<file path="config.mk">
export PLATFORM = sky130hd
export DESIGN_NAME = des_round_sequencer
export DESIGN_NICKNAME = d
export VERILOG_FILES = /design/src/rtl/des_round_sequencer.sv
export SDC_FILE = /design/constraint.sdc
export NUM_CORES = 1
export LEC_CHECK = 0
export CAP_MARGIN = 25
export CORE_UTILIZATION = 53
export CTS_CLUSTER_SIZE = 25
export DETAILED_ROUTE_END_ITERATION = 16
export HOLD_SLACK_MARGIN = 0.03
export PLACE_DENSITY = 0.82
export SLEW_MARGIN = 5
export SYNTH_ARGS = -nofsm -noshare
export SYNTH_HDL_FRONTEND = slang
export SYNTH_SLANG_ARGS = --single-unit
</file>
<file path="constraint.sdc">
create_clock -name i_clk -period 3.7 [get_ports i_clk]
set_input_delay 1.11 -clock i_clk [delete_from_list [all_inputs] [get_ports i_clk]]
set_output_delay 1.11 -clock i_clk [all_outputs]
set_load 0.005 [all_outputs]
</file>
<file path="src/rtl/des_round_sequencer.sv">
// Iterative DES round controller: one shared Feistel round reused NUM_ROUNDS times per block,
// with round-key index requests to an external key schedule and a valid/ready result port.

module des_round_logic (
  input  logic [63:0] i_round_in,
  input  logic [47:0] i_round_key,
  output logic [63:0] o_round_out_c
);
  // S-boxes S1..S8, each 4 rows x 16 columns of 4-bit entries, row-major, S1 in the top bits
  localparam logic [2047:0] SBOX = {
    256'hE4D12FB83A6C5907_0F74E2D1A6CB9538_41E8D62BFC973A50_FC8249175B3EA06D,
    256'hF18E6B34972DC05A_3D47F28EC01A69B5_0E7BA4D158C6932F_D8A13F42B67C05E9,
    256'hA09E63F51DC7B428_D709346A285ECBF1_D6498F30B12C5AE7_1AD069874FE3B52C,
    256'h7DE3069A1285BC4F_D8B56F03472C1AE9_A690CB7DF13E5284_3F06A1D8945BC72E,
    256'h2C417AB6853FD0E9_EB2C47D150FA3986_421BAD78F9C5630E_B8C71E2D6F09A453,
    256'hC1AF92680D34E75B_AF427C9561DE0B38_9EF528C3704A1DB6_432C95FABE17608D,
    256'h4B2EF08D3C975A61_D0B7491AE35C2F86_14BDC37EAF680592_6BD814A7950FE23C,
    256'hD2846FB1A93E50C7_1FD8A374C56B0E92_7B419CE206ADF358_21E74A8DFC90356B
  };

  localparam logic [191:0] P_TBL = {
    6'd16, 6'd7,  6'd20, 6'd21, 6'd29, 6'd12, 6'd28, 6'd17,
    6'd1,  6'd15, 6'd23, 6'd26, 6'd5,  6'd18, 6'd31, 6'd10,
    6'd2,  6'd8,  6'd24, 6'd14, 6'd32, 6'd27, 6'd3,  6'd9,
    6'd19, 6'd13, 6'd30, 6'd6,  6'd22, 6'd11, 6'd4,  6'd25
  };

  // DES bit n (1-based, MSB first) of a W-bit vector lives at index W-n
  function automatic logic [31:0] f_func(input logic [31:0] r, input logic [47:0] k);
    logic [47:0] e;
    logic [47:0] x;
    logic [31:0] s;
    logic [31:0] p;
    logic [5:0]  b;
    logic [5:0]  idx;
    e = '0;
    s = '0;
    p = '0;
    // E expansion: group g takes DES bits 4g..4g+5 with wrap-around
    for (int g = 0; g < 8; g++) begin
      for (int j = 0; j < 6; j++) begin
        e[47-(g*6+j)] = r[31-((4*g+j+31)%32)];
      end
    end
    x = e ^ k;
    for (int g = 0; g < 8; g++) begin
      b   = x[47-6*g -: 6];
      idx = {b[5], b[0], b[4:1]};
      s[31-4*g -: 4] = SBOX[(511-(g*64+int'(idx)))*4 +: 4];
    end
    for (int i = 0; i < 32; i++) begin
      p[31-i] = s[32-int'(P_TBL[(31-i)*6 +: 6])];
    end
    return p;
  endfunction

  assign o_round_out_c = {i_round_in[31:0], i_round_in[63:32] ^ f_func(i_round_in[31:0], i_round_key)};
endmodule

module des_round_sequencer #(
  parameter int unsigned NUM_ROUNDS = 16
) (
  input  logic        i_clk,
  input  logic        i_rst_n,
  input  logic        i_in_valid,
  output logic        o_in_ready,
  input  logic [63:0] i_in_block,
  input  logic        i_in_decrypt,
  output logic [3:0]  o_round_idx,
  input  logic [47:0] i_round_key,
  output logic        o_out_valid,
  input  logic        i_out_ready,
  output logic [63:0] o_out_block,
  output logic        o_busy
);
  localparam logic [3:0] LAST_IDX = 4'(NUM_ROUNDS - 1);

  typedef enum logic [1:0] {S_IDLE, S_RUN, S_DONE} state_t;

  state_t      r_state;
  logic [3:0]  r_cnt;
  logic [63:0] r_data;
  logic        r_mode;
  logic        r_in_ready;
  logic        r_out_valid;
  logic        r_busy;
  logic [3:0]  r_round_idx;
  logic [63:0] w_round_out;

  des_round_logic u_round_logic (
    .i_round_in    (r_data),
    .i_round_key   (i_round_key),
    .o_round_out_c (w_round_out)
  );

  // Control FSM; round_idx is registered one step ahead so it matches the round being computed
  always_ff @(posedge i_clk) begin
    if (!i_rst_n) begin
      r_state     <= S_IDLE;
      r_cnt       <= 4'd0;
      r_data      <= 64'd0;
      r_mode      <= 1'b0;
      r_in_ready  <= 1'b1;
      r_out_valid <= 1'b0;
      r_busy      <= 1'b0;
      r_round_idx <= 4'd0;
    end else begin
      case (r_state)
        S_IDLE: begin
          if (i_in_valid && r_in_ready) begin
            r_state     <= S_RUN;
            r_data      <= i_in_block;
            r_mode      <= i_in_decrypt;
            r_cnt       <= 4'd0;
            r_in_ready  <= 1'b0;
            r_busy      <= 1'b1;
            r_round_idx <= i_in_decrypt ? LAST_IDX : 4'd0;
          end
        end
        S_RUN: begin
          r_data <= w_round_out;
          if (r_cnt == LAST_IDX) begin
            r_state     <= S_DONE;
            r_out_valid <= 1'b1;
            r_round_idx <= 4'd0;
          end else begin
            r_cnt       <= 4'(r_cnt + 4'd1);
            r_round_idx <= r_mode ? 4'(LAST_IDX - r_cnt - 4'd1) : 4'(r_cnt + 4'd1);
          end
        end
        S_DONE: begin
          if (i_out_ready) begin
            r_state     <= S_IDLE;
            r_out_valid <= 1'b0;
            r_busy      <= 1'b0;
            r_in_ready  <= 1'b1;
          end
        end
        default: begin
          r_state <= S_IDLE;
        end
      endcase
    end
  end

  // Final swap undoes the exchange performed by the last round
  assign o_out_block = {r_data[31:0], r_data[63:32]};
  assign o_in_ready  = r_in_ready;
  assign o_out_valid = r_out_valid;
  assign o_busy      = r_busy;
  assign o_round_idx = r_round_idx;
endmodule

</file>
After elaboration in Yosys (flattened, before gate mapping):

Index checks and enable logic that the tools add are counted.

* output and inout bits: 71
* logic and storage cells: 76
* bits of input ports: 117
* register bits after elaboration: 78

* eq/ne operators: 7
* reductions and logical operators: 11
* add/subtract/negate cells: 18
* bitwise logic cells: 2
* shifts and indexed selects: 8
* muxes and demuxes: 22

Operators with widths (number)
* indexed part select 2048 x 32 -> 4 bit, first input constant: 8
* subtractor 10 x 30 -> 30 bit, first input constant: 7
* one-hot mux 64 bit (2 select lines): 1
* two-way mux 64 bit: 1
* XOR 48 bit: 1
* adder 9 x 6 -> 10 bit, first input constant: 4
* XOR 32 bit: 1
* two-way mux 4 bit: 6
* adder 8 x 6 -> 9 bit, first input constant: 2
* one-hot mux 4 bit (2 select lines): 2
* AND reduction 3 bit: 4
* subtractor 9 x 6 -> 10 bit, first input constant: 1
* adder 7 x 6 -> 8 bit, first input constant: 1
* inequality test 2 bit, second input constant: 4
* two-way mux 2 bit: 3
* one-hot mux 1 bit (2 select lines): 3
* one-hot mux 2 bit (3 select lines): 1
* nonzero test 2 bit: 3
* two-way mux 1 bit: 5
* adder 4 x 1 -> 4 bit, second input constant: 1
* equality test 4 bit, second input constant: 1
* AND reduction 2 bit: 2
* subtractor 4 x 1 -> 4 bit, second input constant: 1
* subtractor 4 bit, first input constant: 1
* 4 further kinds: 4

Longest topological paths before layout:

* word-level depth: 6
* mapped depth: 11
* mapped depth without buffers: 10

By module:

A second synthesis with hierarchy kept.

* cell total of the unflattened synthesis: 1128
* area, all modules: 9935.8 µm²

By module, submodules not included
* des_round_logic: times used 1, sequential area each 0.0 µm², area an instance 5749.3 µm², cells an instance 740
* des_round_sequencer: times used 1, sequential area each 1561.5 µm², area an instance 4186.5 µm², cells an instance 388

Worst setup path before layout:

Ideal clock, no wire load.

* path type: input to register
* start point: in i_round_key[44]
* end point: reg r_data[1]
* library setup time: 0.130 ns
* path buffers: 1
* stages: 9
* data required time: 3.570 ns
* arrival time: 3.197 ns
* slack: 0.372 ns
* cells stage by stage: xor2_1 clkbuf_1 ha_1 nor2_1 nor2_1 mux4_2 a211oi_1 xnor2_1 o22ai_1

* cells in the longest elaborated chain, start to end: 5

Ends and longest elaborated chain
* from (decl): line 70 `input logic [47:0] i_round_key,`
* XOR 48 bit: line 45 `x = e ^ k;`
* subtractor 9 x 6 -> 10 bit: line 49 `s[31-4*g -: 4] = SBOX[(511-(g*64+int'(idx)))*4 +: 4];`
* indexed part select 2048 x 32 -> 4 bit: line 49
* XOR 32 bit: line 57 `assign o_round_out_c = {i_round_in[31:0], i_round_in[63:32] ^ f_func(i_round_in[31:0], i_round_key)};`
* one-hot mux 64 bit (2 select lines): line 108 `case (r_state)`
* to (signal assigned): line 112 `r_data <= i_in_block;`
* to (signal assigned): line 121 `r_data <= w_round_out;`
* to (decl): line 82 `logic [63:0] r_data;`

Every way passes these cells.
A chain may end at the register's enable or synchronous reset.

Final worst setup path:

* start point: in i_round_key[38]
* end point: reg r_data[30]

* cells in the longest elaborated chain, start to end: 6

Ends and longest elaborated chain (line)
* XOR 48 bit: 45
* adder 7 x 6 -> 8 bit: 49
* subtractor 10 x 30 -> 30 bit: 49
* indexed part select 2048 x 32 -> 4 bit: 49
* XOR 32 bit: 57
* one-hot mux 64 bit (2 select lines): 108

Every way passes these cells.

==> metrics.md <==
| Metric | Value |
|---|---|
| Fin util | `74.3%` |
| Inst Count DP | `approximately 1600` |
| Mapped cell area | `~9000 um^2` |
| Arr. time, crit path | `about 3700 ps` |
| CTS Sinks | `a little under 80` |
| First-pass GRT wire length | `~50000 um` |
| # diodes | `0` |
| Syn nets | `about 1300` |
| Max Root-Sink Buffers | `2` |
| Fin crit period | `3480 ps` |
| Die Y | `approximately 130 um` |
| WHS Endpoint | `o_busy` |
| Most frequent CP cell | `xor2_1` |
| Global Route Usage Sum | `approximately 37%` |
| Crit path required time | `roughly 3900 ps` |
| Nets | `1588` |
| Starting DRT DRC Count | `around 930` |
| CP Class | `in2reg` |
| Clock power share | `16.1%` |
| Slew Viols, Final | `0` |
| Root Buffer | `clkbuf_16` |
| Worst slew margin | `about a third` |
| Multi-input gate area | `just under 7000 um^2` |
| HP Class | `reg2reg` |
| Initial antenna violation count | `1` |
| Combinational share of power | `approximately two thirds` |
| Startpoint types | `primary input` |
| Drt wl/cell | `~19 um` |
| R2r setup slk | `between 1000 and 1500 ps` |
| Post-route ant nets | `0` |
| Synth Warn # | `0` |
| CTS Hold Bufs | `0` |
| Reg area | `between 1500 and 2000 um^2` |
| Initial Util | `between 50 and 60%` |
| Min-Delay Path Depth | `2` |
| MaxCap Viol Count | `0` |
| Number of flops mapped to enable cells by yosys | `0` |
| Avg Synthesized Cell Area | `7.55 um^2` |
| Worst-margin pin slew | `about 1000 ps` |
| Area grow syn2layout | `35.4%` |
| Fillers | `about 1300` |
| Num CTS Buffers | `9` |
| GRT overflow | `0` |
| LEAKAGE | `approximately 4.8 nW` |
| CP Launch Point | `i_round_key[38]` |
| Critical path's slowest cell | `clkdlybuf4s50_1` |
| Number of cell rows | `46` |
| Sw frac | `43.6%` |
| Largest net degree at the start of global routing | `45` |
| CTS tree | `done` |
| Hold Vio Cnt, Final | `0` |
| Pwr dens | `around 520 nW/um^2` |
| Fraction of layout cells with a size suffix above 1 | `between 10% and 20%` |
| Worst setup EP type | `flop` |
| Clock insertion delay at the later pin of the skew report | `~350 ps` |
| Tcrit/Tclk final | `94.0%` |
| FFs w/ async S/R, synth | `0%` |
| Hold_sp | `o_busy` |
| Setup ws final | `roughly 220 ps` |
| Fmax | `288 MHz` |
| Pre-antenna DRT Iters | `6` |
| Final Routed Wirelength | `slightly above 30000 um` |
| Maximum VDD drop | `approximately 290 uV` |
| Switching Power | `2.68 mW` |
| Final setup vio count | `0` |
| Critical-path cell list | `clkdlybuf4s50_1, xor2_1, inv_1, ha_1, o31ai_1, a21oi_1, nor3_1, buf_4, xor2_1, o22ai_1` |
| DR vias/cell | `between 6 and 7` |
| PortBufs | `187` |
| CP peak stage delay | `~470 ps` |
| Max FO, Critical Path | `5` |
| Sequential Power Share | `18.9%` |
| I/O pin count | `between 150 and 200` |
| Crit Reg-Reg Startpoint | `r_data[25]` |
| RSZ-0062 raised after global routing | `no` |
| Synth unique cells | `68` |
| Non-Filler Instances | `roughly 1600` |
| CTS HTree Levels | `3` |
| CTS resizes | `0` |
| Cell Int Power | `~3.5 mW` |
| Reg2reg end | `r_data[30]` |
| Die area | `around 17000 um^2` |
| Core Footprint | `16100 um^2` |
| Yosys reg bits | `78` |
| DIE WIDTH | `131 um` |
| Vias | `~10000` |
| # DRC | `0` |
| Status | `completed` |
| Routability cong. | `0.972` |
| Hold Slack | `between 400 and 500 ps` |
| Main synth FF type | `dfxtp_1` |
| # Post-CTS Setup Buffers | `0` |
| HPWL reported at the end of detailed placement | `23600 um` |
| Dpl ws | `-116 ps` |
| Worst Skew | `about 9.4 ps` |
| Sequential fraction of the synthesis area | `between 10% and 20%` |
| Vias in the first global route | `about 9300` |
| Clk slew on worst S/H paths | `70 ps` |
| Reg2reg path depth | `9` |
| Post-Syn Instances | `1168` |
## metal layers
layer	up-vias	wire [um]	GRT usage (%)
li1	4775	-	-
met2	497	14400	60.6
met1	4747	12700	46.4
met3	77	2490	6.07
met4	2	1200	16.6
met5	-	9	0
## cells in the mapped netlist, types with 19 or more instances
cell type | count | area [um^2]
a22oi_1 | 24 | 180
a31oi_1 | 19 | 119
o211ai_1 | 29 | 218
nor2_1 | 105 | 394
xor2_1 | 58 | 508
clkbuf_1 | 58 | 218
nand2_1 | 159 | 597
buf_2 | 21 | 105
dfxtp_1 | 78 | 1560
nand3_1 | 33 | 165
mux2i_1 | 23 | 230
ha_1 | 64 | 801
a211oi_1 | 22 | 165
nor3_1 | 34 | 170
a311oi_1 | 38 | 333
xnor2_1 | 66 | 578
inv_1 | 35 | 131
o22ai_1 | 26 | 163
o21ai_0 | 51 | 255
a21oi_1 | 67 | 335
## worst max path at each step
stage	endpoint	slack [ps]
after floorplan	r_data[1]	370
after global placement	r_data[30]	-120
after detailed placement	r_data[30]	-120
after CTS	r_data[30]	240
after global routing	r_data[30]	20
final	r_data[30]	220
## logic make-up after synthesis
| kind of cell | Yosys count | synth area share, % |
|---|---|---|
| AO/OA/AOI/OAI | 351 | 27.3 |
| XOR/XNOR | 132 | 13.9 |
| adder cells (fa/ha/maj) | 66 | 9.31 |
| buffers and inverters | 130 | 5.93 |
| flip-flops | 78 | 17.7 |
| multiplexers | 46 | 8.11 |
| AND/OR/NAND/NOR | 365 | 17.7 |
## worst max-delay path: cells and delay by family
family          cells  cell delay [ps]
fa+ha+maj           1              240
buf+inv             3              850
compound gates      3              530
simple gates        1              400
xor+xnor            2              550
## registers in the layout, summed over array words and instances, names as in the netlist
name / flops
r_data: 64
r_state: 2
o_in_ready: 1
o_busy: 1
r_cnt: 4
r_mode: 1
o_round_idx: 4
o_out_valid: 1
## final cells by class
cell class | instances | share of cell area (%)
Clock buffer | 10 | 1.92
Tap cell | 216 | 2.26
Multi-Input combinational cell | 960 | 56.5
Timing Repair Buffer | 320 | 24.3
Sequential cell | 78 | 13.1
Inverter | 38 | 1.20
Clock inverter | 6 | 0.786
## cell usage in the layout, fill, tap and decap left out, types with 38 or more instances in the layout
| cell type | n |
|---|---|
| o21ai_0 | 51 |
| a311oi_1 | 38 |
| nor2_1 | 104 |
| dfxtp_1 | 78 |
| xor2_1 | 58 |
| nand2_1 | 159 |
| a21oi_1 | 67 |
| ha_1 | 64 |
| xnor2_1 | 66 |
| buf_4 | 131 |
| clkdlybuf4s50_1 | 187 |
## power by group through the flow
stage | sequential (mW) | clock [mW] | combinational (mW)
2_1_floorplan | 1.08 | 0 | 2.51
3_3_place_gp | 1.17 | 0 | 3.87
3_5_place_dp | 1.18 | 0 | 3.92
4_1_cts | 1.16 | 0.997 | 3.95
5_1_grt | 1.17 | 1.03 | 4.36
6_report | 1.16 | 0.992 | 4.00
## through the flow
step / cell area, um^2 / power [mW] / setup TNS [ps]
after floorplan: 8810 / 3.59 / 0
after global placement: 11600 / 5.04 / -147
after detailed placement: 11600 / 5.09 / -148
after CTS: 11900 / 6.10 / 0
after global routing: 11900 / 6.56 / 0
final: 11900 / 6.15 / 0
Note: power is estimated with default switching activity, not from simulation.
